--- src/rtl/gpio_pkg.sv ---
// Shared definitions for the gpio_irq MMIO slave: slot FSM states, register map
// and parameter range checks.
`ifndef GPIO_PKG_SV
`define GPIO_PKG_SV

`define GPIO_PIN_W_OK(w) (((w) >= 1) && ((w) <= 32))
`define GPIO_SYNC_OK(s)  ((s) >= 2)

package gpio_pkg;

  typedef enum logic [1:0] {
    IDLE   = 2'd0,
    ACTIVE = 2'd1,
    DONE   = 2'd2
  } gpio_state_e;

  localparam logic [7:0] ADDR_OUT_DATA   = 8'h00;
  localparam logic [7:0] ADDR_OUT_SET    = 8'h04;
  localparam logic [7:0] ADDR_OUT_CLR    = 8'h08;
  localparam logic [7:0] ADDR_IN_DATA    = 8'h0C;
  localparam logic [7:0] ADDR_IRQ_EN     = 8'h10;
  localparam logic [7:0] ADDR_RISE_EN    = 8'h14;
  localparam logic [7:0] ADDR_FALL_EN    = 8'h18;
  localparam logic [7:0] ADDR_IRQ_STATUS = 8'h1C;
  localparam logic [7:0] ADDR_LAST       = ADDR_IRQ_STATUS;

endpackage

`endif

--- src/rtl/gpio_debounce.sv ---
// One input pin: synchroniser chain, stability counter and debounced level, with
// single-cycle rise/fall pulses coincident with the edge that updates the level.
module gpio_debounce #(
  parameter int SYNC_STAGES     = 2,
  parameter int DEBOUNCE_CYCLES = 4
) (
  input  logic clk,
  input  logic arst_n,
  input  logic i_pin,
  output logic o_level,
  output logic o_rise,
  output logic o_fall
);

  logic [SYNC_STAGES-1:0] r_sync;
  logic                   w_synced;
  logic                   w_flip;
  logic                   w_next;

  always_ff @(posedge clk or negedge arst_n) begin
    if (!arst_n) r_sync <= '0;
    else         r_sync <= {r_sync[SYNC_STAGES-2:0], i_pin};
  end

  assign w_synced = r_sync[SYNC_STAGES-1];

  if (DEBOUNCE_CYCLES == 0) begin : g_bypass
    // Look one stage ahead so the pulse lines up with the level change.
    assign w_next  = r_sync[SYNC_STAGES-2];
    assign w_flip  = r_sync[SYNC_STAGES-2] ^ r_sync[SYNC_STAGES-1];
    assign o_level = w_synced;
  end else begin : g_debounce
    localparam int CW = (DEBOUNCE_CYCLES > 1) ? $clog2(DEBOUNCE_CYCLES) : 1;
    localparam logic [CW-1:0] LAST = CW'(DEBOUNCE_CYCLES - 1);

    logic [CW-1:0] r_cnt;
    logic          r_level;

    assign w_next  = w_synced;
    assign w_flip  = (w_synced != r_level) && (r_cnt == LAST);
    assign o_level = r_level;

    always_ff @(posedge clk or negedge arst_n) begin
      if (!arst_n) begin
        r_cnt   <= '0;
        r_level <= 1'b0;
      end else begin
        if ((w_synced == r_level) || w_flip) r_cnt <= '0;
        else                                 r_cnt <= r_cnt + 1'b1;
        if (w_flip) r_level <= w_synced;
      end
    end
  end

  assign o_rise = w_flip & w_next;
  assign o_fall = w_flip & ~w_next;

endmodule

--- src/rtl/gpio_irq.sv ---
// GPIO slave on the MMIO slot bus: atomic set/clear outputs, debounced inputs
// with per-pin edge capture and a maskable level interrupt.
module gpio_irq
  import gpio_pkg::*;
#(
  parameter int NUM_INPUT       = 9,
  parameter int NUM_OUTPUT      = 4,
  parameter int SYNC_STAGES     = 2,
  parameter int DEBOUNCE_CYCLES = 4
) (
  input  logic                  clk,
  input  logic                  arst_n,
  input  logic                  chip_select,
  input  logic                  read,
  input  logic                  write,
  input  logic                  transaction_completed,
  input  logic [7:0]            addr,
  input  logic [31:0]           wr_data,
  output logic [31:0]           rd_data,
  output logic                  wr_done,
  output logic                  rd_done,
  output logic                  idle,
  output logic                  slave_error,
  output logic                  decode_error,
  output logic                  irq,
  input  logic [NUM_INPUT-1:0]  in_ports,
  output logic [NUM_OUTPUT-1:0] out_ports
);

  if (!(`GPIO_PIN_W_OK(NUM_INPUT) && `GPIO_PIN_W_OK(NUM_OUTPUT) && `GPIO_SYNC_OK(SYNC_STAGES)))
  begin : g_param_err
    $error("gpio_irq: parameter out of range");
  end

  gpio_state_e r_state, w_state_nx;
  logic w_start, w_access, w_release;

  logic        r_req_wr, r_req_rd;
  logic [7:0]  r_addr;
  logic [31:0] r_wdata;

  logic [NUM_OUTPUT-1:0] r_out_data;
  logic [NUM_INPUT-1:0]  r_irq_en, r_rise_en, r_fall_en, r_status;
  logic [NUM_INPUT-1:0]  w_level, w_rise, w_fall, w_set, w_w1c;
  logic [NUM_OUTPUT-1:0] w_wd_o;
  logic [NUM_INPUT-1:0]  w_wd_i;

  logic        w_dec_err, w_slv_err, w_wr_ok, w_rd_ok;
  logic [31:0] w_rd_mux;
  logic        r_wr_done, r_rd_done, r_dec_err, r_slv_err;
  logic [31:0] r_rd_data;
  logic        w_unused;

  assign w_unused = ^r_wdata;

  // Input path
  for (genvar i = 0; i < NUM_INPUT; i++) begin : g_in
    gpio_debounce #(
      .SYNC_STAGES    (SYNC_STAGES),
      .DEBOUNCE_CYCLES(DEBOUNCE_CYCLES)
    ) u_db (
      .clk    (clk),
      .arst_n (arst_n),
      .i_pin  (in_ports[i]),
      .o_level(w_level[i]),
      .o_rise (w_rise[i]),
      .o_fall (w_fall[i])
    );
  end

  // Slot FSM
  always_ff @(posedge clk or negedge arst_n) begin
    if (!arst_n) r_state <= IDLE;
    else         r_state <= w_state_nx;
  end

  always_comb begin
    w_state_nx = r_state;
    unique case (r_state)
      IDLE:    if (chip_select && (read || write)) w_state_nx = ACTIVE;
      ACTIVE:  w_state_nx = DONE;
      DONE:    if (transaction_completed) w_state_nx = IDLE;
      default: w_state_nx = IDLE;
    endcase
  end

  always_comb begin
    idle      = (r_state == IDLE);
    w_start   = (r_state == IDLE) && chip_select && (read || write);
    w_access  = (r_state == ACTIVE);
    w_release = (r_state == DONE) && transaction_completed;
  end

  // Request captured on acceptance so the master may drop it during ACTIVE.
  always_ff @(posedge clk or negedge arst_n) begin
    if (!arst_n) begin
      r_req_wr <= 1'b0;
      r_req_rd <= 1'b0;
      r_addr   <= '0;
      r_wdata  <= '0;
    end else if (w_start) begin
      r_req_wr <= write;
      r_req_rd <= read && !write;
      r_addr   <= addr;
      r_wdata  <= wr_data;
    end
  end

  // Decode
  always_comb begin
    w_dec_err = (r_addr[1:0] != 2'b00) || (r_addr > ADDR_LAST);
    w_slv_err = !w_dec_err &&
                ((r_req_wr && (r_addr == ADDR_IN_DATA)) ||
                 (r_req_rd && ((r_addr == ADDR_OUT_SET) || (r_addr == ADDR_OUT_CLR))));
    w_wr_ok   = w_access && r_req_wr && !w_dec_err && !w_slv_err;
    w_rd_ok   = w_access && r_req_rd && !w_dec_err && !w_slv_err;
    w_wd_o    = r_wdata[NUM_OUTPUT-1:0];
    w_wd_i    = r_wdata[NUM_INPUT-1:0];
  end

  always_comb begin
    w_rd_mux = '0;
    case (r_addr)
      ADDR_OUT_DATA:   w_rd_mux = 32'(r_out_data);
      ADDR_IN_DATA:    w_rd_mux = 32'(w_level);
      ADDR_IRQ_EN:     w_rd_mux = 32'(r_irq_en);
      ADDR_RISE_EN:    w_rd_mux = 32'(r_rise_en);
      ADDR_FALL_EN:    w_rd_mux = 32'(r_fall_en);
      ADDR_IRQ_STATUS: w_rd_mux = 32'(r_status);
      default:         w_rd_mux = '0;
    endcase
  end

  // Registers
  always_ff @(posedge clk or negedge arst_n) begin
    if (!arst_n) begin
      r_out_data <= '0;
      r_irq_en   <= '0;
      r_rise_en  <= '0;
      r_fall_en  <= '0;
    end else if (w_wr_ok) begin
      case (r_addr)
        ADDR_OUT_DATA: r_out_data <= w_wd_o;
        ADDR_OUT_SET:  r_out_data <= r_out_data | w_wd_o;
        ADDR_OUT_CLR:  r_out_data <= r_out_data & ~w_wd_o;
        ADDR_IRQ_EN:   r_irq_en   <= w_wd_i;
        ADDR_RISE_EN:  r_rise_en  <= w_wd_i;
        ADDR_FALL_EN:  r_fall_en  <= w_wd_i;
        default: ;
      endcase
    end
  end

  // A new edge on the same cycle as its W1C stays captured.
  assign w_set = (w_rise & r_rise_en) | (w_fall & r_fall_en);
  assign w_w1c = (w_wr_ok && (r_addr == ADDR_IRQ_STATUS)) ? w_wd_i : '0;

  always_ff @(posedge clk or negedge arst_n) begin
    if (!arst_n) r_status <= '0;
    else         r_status <= (r_status & ~w_w1c) | w_set;
  end

  // Response
  always_ff @(posedge clk or negedge arst_n) begin
    if (!arst_n) begin
      r_wr_done <= 1'b0;
      r_rd_done <= 1'b0;
      r_dec_err <= 1'b0;
      r_slv_err <= 1'b0;
      r_rd_data <= '0;
    end else begin
      r_wr_done <= w_access && r_req_wr;
      r_rd_done <= w_access && r_req_rd;
      if (w_access) begin
        r_dec_err <= w_dec_err;
        r_slv_err <= w_slv_err;
      end else if (w_release) begin
        r_dec_err <= 1'b0;
        r_slv_err <= 1'b0;
      end
      if (w_access && r_req_rd) r_rd_data <= w_rd_ok ? w_rd_mux : '0;
    end
  end

  assign rd_data      = r_rd_data;
  assign wr_done      = r_wr_done;
  assign rd_done      = r_rd_done;
  assign slave_error  = r_slv_err;
  assign decode_error = r_dec_err;
  assign out_ports    = r_out_data;
  assign irq          = |(r_status & r_irq_en);

endmodule

--- config.mk ---
export PLATFORM = sky130hd
export DESIGN_NAME = gpio_irq
export DESIGN_NICKNAME = d
export VERILOG_FILES = /design/src/rtl/gpio_pkg.sv /design/src/rtl/gpio_debounce.sv /design/src/rtl/gpio_irq.sv
export SDC_FILE = /design/constraint.sdc
export NUM_CORES = 1
export LEC_CHECK = 0
export ABC_AREA = 1
export ABC_CLOCK_PERIOD_IN_PS = 2500
export CORE_ASPECT_RATIO = 0.6
export CORE_MARGIN = 2
export CORE_UTILIZATION = 43
export DETAILED_ROUTE_END_ITERATION = 7
export PLACE_DENSITY = 0.69
export SYNTH_ARGS = -nofsm -noshare
export SYNTH_HDL_FRONTEND = slang
export SYNTH_SLANG_ARGS = --single-unit
export TNS_END_PERCENT = 100
--- constraint.sdc ---
create_clock -name clk -period 2.5 [get_ports clk]
set_input_delay 0.5 -clock clk [delete_from_list [all_inputs] [get_ports clk]]
set_output_delay 0.5 -clock clk [all_outputs]
set_load 0.01 [all_outputs]
==> metrics.yaml, run 1 <==
logic_synthesis:
  ys_seq_area_share_pct: 53.6
  ys_types: 36
  netlist_area_mm2: 0.00556
  syn-instance-count: 619
  yosysWarnings: 0
  avgSynthCellArea_um2: 8.97
  synth_seq_cells: 119
global_route:
  grt_pass1_wl_um: 21600
  grt_overflow: 0
  antenna_found_initial: 0
  grt_max_degree: 41
  grt_use_total_pct: 20.7
  grt_pass1_vias: 4284
routing:
  drt-total-wl_um: 13100
  drtPass1Iterations: 5
  routedWlPerCell_um: 15.0
  dr.first_iter.drc_count: 279
  vias: 4309
  viasPerCell: 4.94
  ant_nets: 0
  drc_errors: 0
timing:
  setup_tns_ps: 0
  setup_viol: 0
  skew_ps: 6.24
  post-route-min-period_ps: 2250
  period_share_pct: 89.9
  rsz0062_at_grt: "false"
  setup_slack_ps: 253
  final_max_slew_viol_count: 0
  finalHoldViolCount: 0
  fmax_mhz: 445
clocking:
  path_clk_slew_ps: 50
  h-tree-depth: 4
  tritoncts: "done"
  cts_resized: 0
  postCtsSetupRepairBufs: 0
  clk_latency_ps: 410
  clock-sinks: 119
  root_buffer: "clkbuf_16"
  cts_hold_buffers: 0
  clk_path_buf_depth: 2
  cts_buffers: 17
floorplan:
  coreArea_mm2: 0.0127
  ios: 97
  rows: 32
  dieWidth_um: 151
  die_h_um: 92.0
  start_util_pct: 43.6
  die_area_mm2: 0.0139
place:
  port_buffers: 50
  dp_slack_ps: 507
  globalplace.congestion: 0.908
  hpwl_um: 9260
flow_run:
  cap_violations: 0
setup_path:
  worstPathMaxFanout: 3
  path_class: "register to primary output"
  start_kind: "register"
  cp.arrival_ps: 1750
  cp_data_required_time_ps: 2000
  crit_path_end_kind: "primary output"
power:
  total_power_mw: 6.47
  leakage_nw: 3.23
  ir_drop_mv: 0.488
  powerDensity_mw_per_mm2: 953
layout:
  synthToLayoutAreaGrowth_pct: 22.2
  insertedDiodeCount: 0
  fin_nets: 753
  drive_above_1_share_pct: 12.4
  fin_util_pct: 53.3
worst_hold_path:
  hp-class: "primary input to asynchronous set/reset pin"
status:
  outcome: "finished clean"
[registers in the layout, summed over array words and instances (netlist names), 8 cells and up]
| name | flops |
|---|---|
| g_in.u_db.g_debounce.r_cnt | 18 |
| g_in.u_db.r_sync | 18 |
| g_in.u_db.o_level | 9 |
| r_fall_en | 9 |
| r_irq_en | 9 |
| r_rise_en | 9 |
| r_status | 9 |
| r_wdata | 9 |
| rd_data | 9 |
| r_addr | 8 |
[synth_stat cells]
| cell type | n | area (um^2) |
|---|---|---|
| nand2_1 | 145 | 544 |
| dfrtp_1 | 119 | 2980 |
| o21ai_0 | 77 | 385 |
| inv_1 | 70 | 263 |
| nor2_1 | 54 | 203 |
| buf_4 | 24 | 180 |
| nand3_1 | 24 | 120 |
| nand2_2 | 10 | 62.6 |
| or2_2 | 10 | 62.6 |
| a211o_1 | 9 | 78.8 |
| ha_1 | 9 | 113 |
| o21bai_1 | 9 | 67.6 |
| xnor2_1 | 9 | 78.8 |
| nor2_4 | 6 | 67.6 |
| nor2_2 | 4 | 25.0 |
| a21oi_1 | 3 | 15.0 |
| clkbuf_1 | 3 | 11.3 |
| inv_2 | 3 | 11.3 |
| mux2_2 | 3 | 33.8 |
| nand3_2 | 3 | 30.0 |
| o21ai_1 | 3 | 15.0 |
| o21ai_2 | 3 | 26.3 |
| buf_2 | 2 | 10.0 |
| clkinv_1 | 2 | 7.51 |
| nand3_4 | 2 | 35.0 |
| nor3_4 | 2 | 32.5 |
| o22ai_1 | 2 | 12.5 |
| buf_6 | 1 | 11.3 |
| buf_8 | 1 | 15.0 |
| conb_1 | 1 | 3.75 |
| nand2_4 | 1 | 11.3 |
| nand4_1 | 1 | 6.26 |
| nor2_8 | 1 | 20.0 |
| nor3_1 | 1 | 5.00 |
| o21a_1 | 1 | 7.51 |
| or2_0 | 1 | 6.26 |
[placed cells by master, fill, tap and decap left out, types with 5 or more instances in the layout]
cell type,instances
inv_1,70
a211o_1,9
clkinv_2,5
clkbuf_16,17
ha_1,9
nand2_1,145
clkdlybuf4s50_1,49
nand3_1,24
xnor2_1,9
nor2_4,6
or2_2,10
o21bai_1,9
nand2_2,10
buf_4,9
conb_1,23
nor2_1,54
o21ai_0,77
dfrtp_1,119
[kinds of logic (layout without fill, tap and decap cells)]
kind of cell	count (synthesis)	in the layout	share of synthesized area, %
adders and majority gates	9	9	2.03
other	1	23	0.0675
xor gates and xnor gates	9	9	1.42
AOI/OAI and AO/OA	107	107	10.9
DFF	119	119	53.6
and+or+nand+nor	265	265	22.2
muxes	3	3	0.608
buffers and inverters	106	167	9.17
[worst max-delay path, cell delays in order, from the launching register on]
cell	delay [ps]
dfrtp_1	360
inv_1	100
o22ai_1	90
a21oi_1	170
nand3_1	120
clkdlybuf4s50_1	490
[area by class of cell]
class,instances,area [um^2]
repair buffers,60,598
multi-input cells,416,2150
fillers,1173,5940
clock buffers,23,468
flip-flops and latches,119,2980
well taps,170,213
clock inverters,9,100
inverters,75,282
[through the flow]
step,cells,hold slack [ps],cell area [um^2]
floorplan,641,204,5640
global placement,840,333,6220
detailed placement,840,335,6220
CTS,872,5.75,6790
global route,872,14.5,6790
finish,872,0.620,6790
[layer usage]
metal | share of wire [%] | global-route usage, %
met1 | 47 | 29.3
met2 | 43 | 30.6
met3 | 8.7 | 6.27
met4 | 1.6 | 6.07
met5 | 0 | 0
[worst paths after layout]
path | from | end | slack, ps | cells past startpoint
worst max-delay path | r_status[1]$_DFF_PN0_ | irq | 250 | 5
worst min register to register | g_in[4].u_db.r_sync[0]$_DFF_PN0_ | g_in[4].u_db.r_sync[1]$_DFF_PN0_ | 340 | 0
worst min-delay path | arst_n | r_state[0]$_DFFE_PN0P_ | 0.6 | 1
min in group clk | g_in[4].u_db.r_sync[0]$_DFF_PN0_ | g_in[4].u_db.r_sync[1]$_DFF_PN0_ | 340 | 0
worst max register to register | r_addr[1]$_DFFE_PN0P_ | r_rise_en[2]$_DFFE_PN0P_ | 530 | 6
max in group asynchronous | arst_n | r_rise_en[0]$_DFFE_PN0P_ | 1900 | 2
[power by group]
group          switching (mW)  total, mW  internal (mW)
Clock                   0.837       2.34           1.51
Combinational           0.851       1.42          0.564
Sequential              0.358       2.71           2.35
(Power assumes the default switching activity.)
==> run 2, diff against run 1 <==
Settings changed: CTS_CLUSTER_DIAMETER from default to 50.
==> results of run 2 <==
No change in the layout: final DEF, timing and power equal those of run 1.
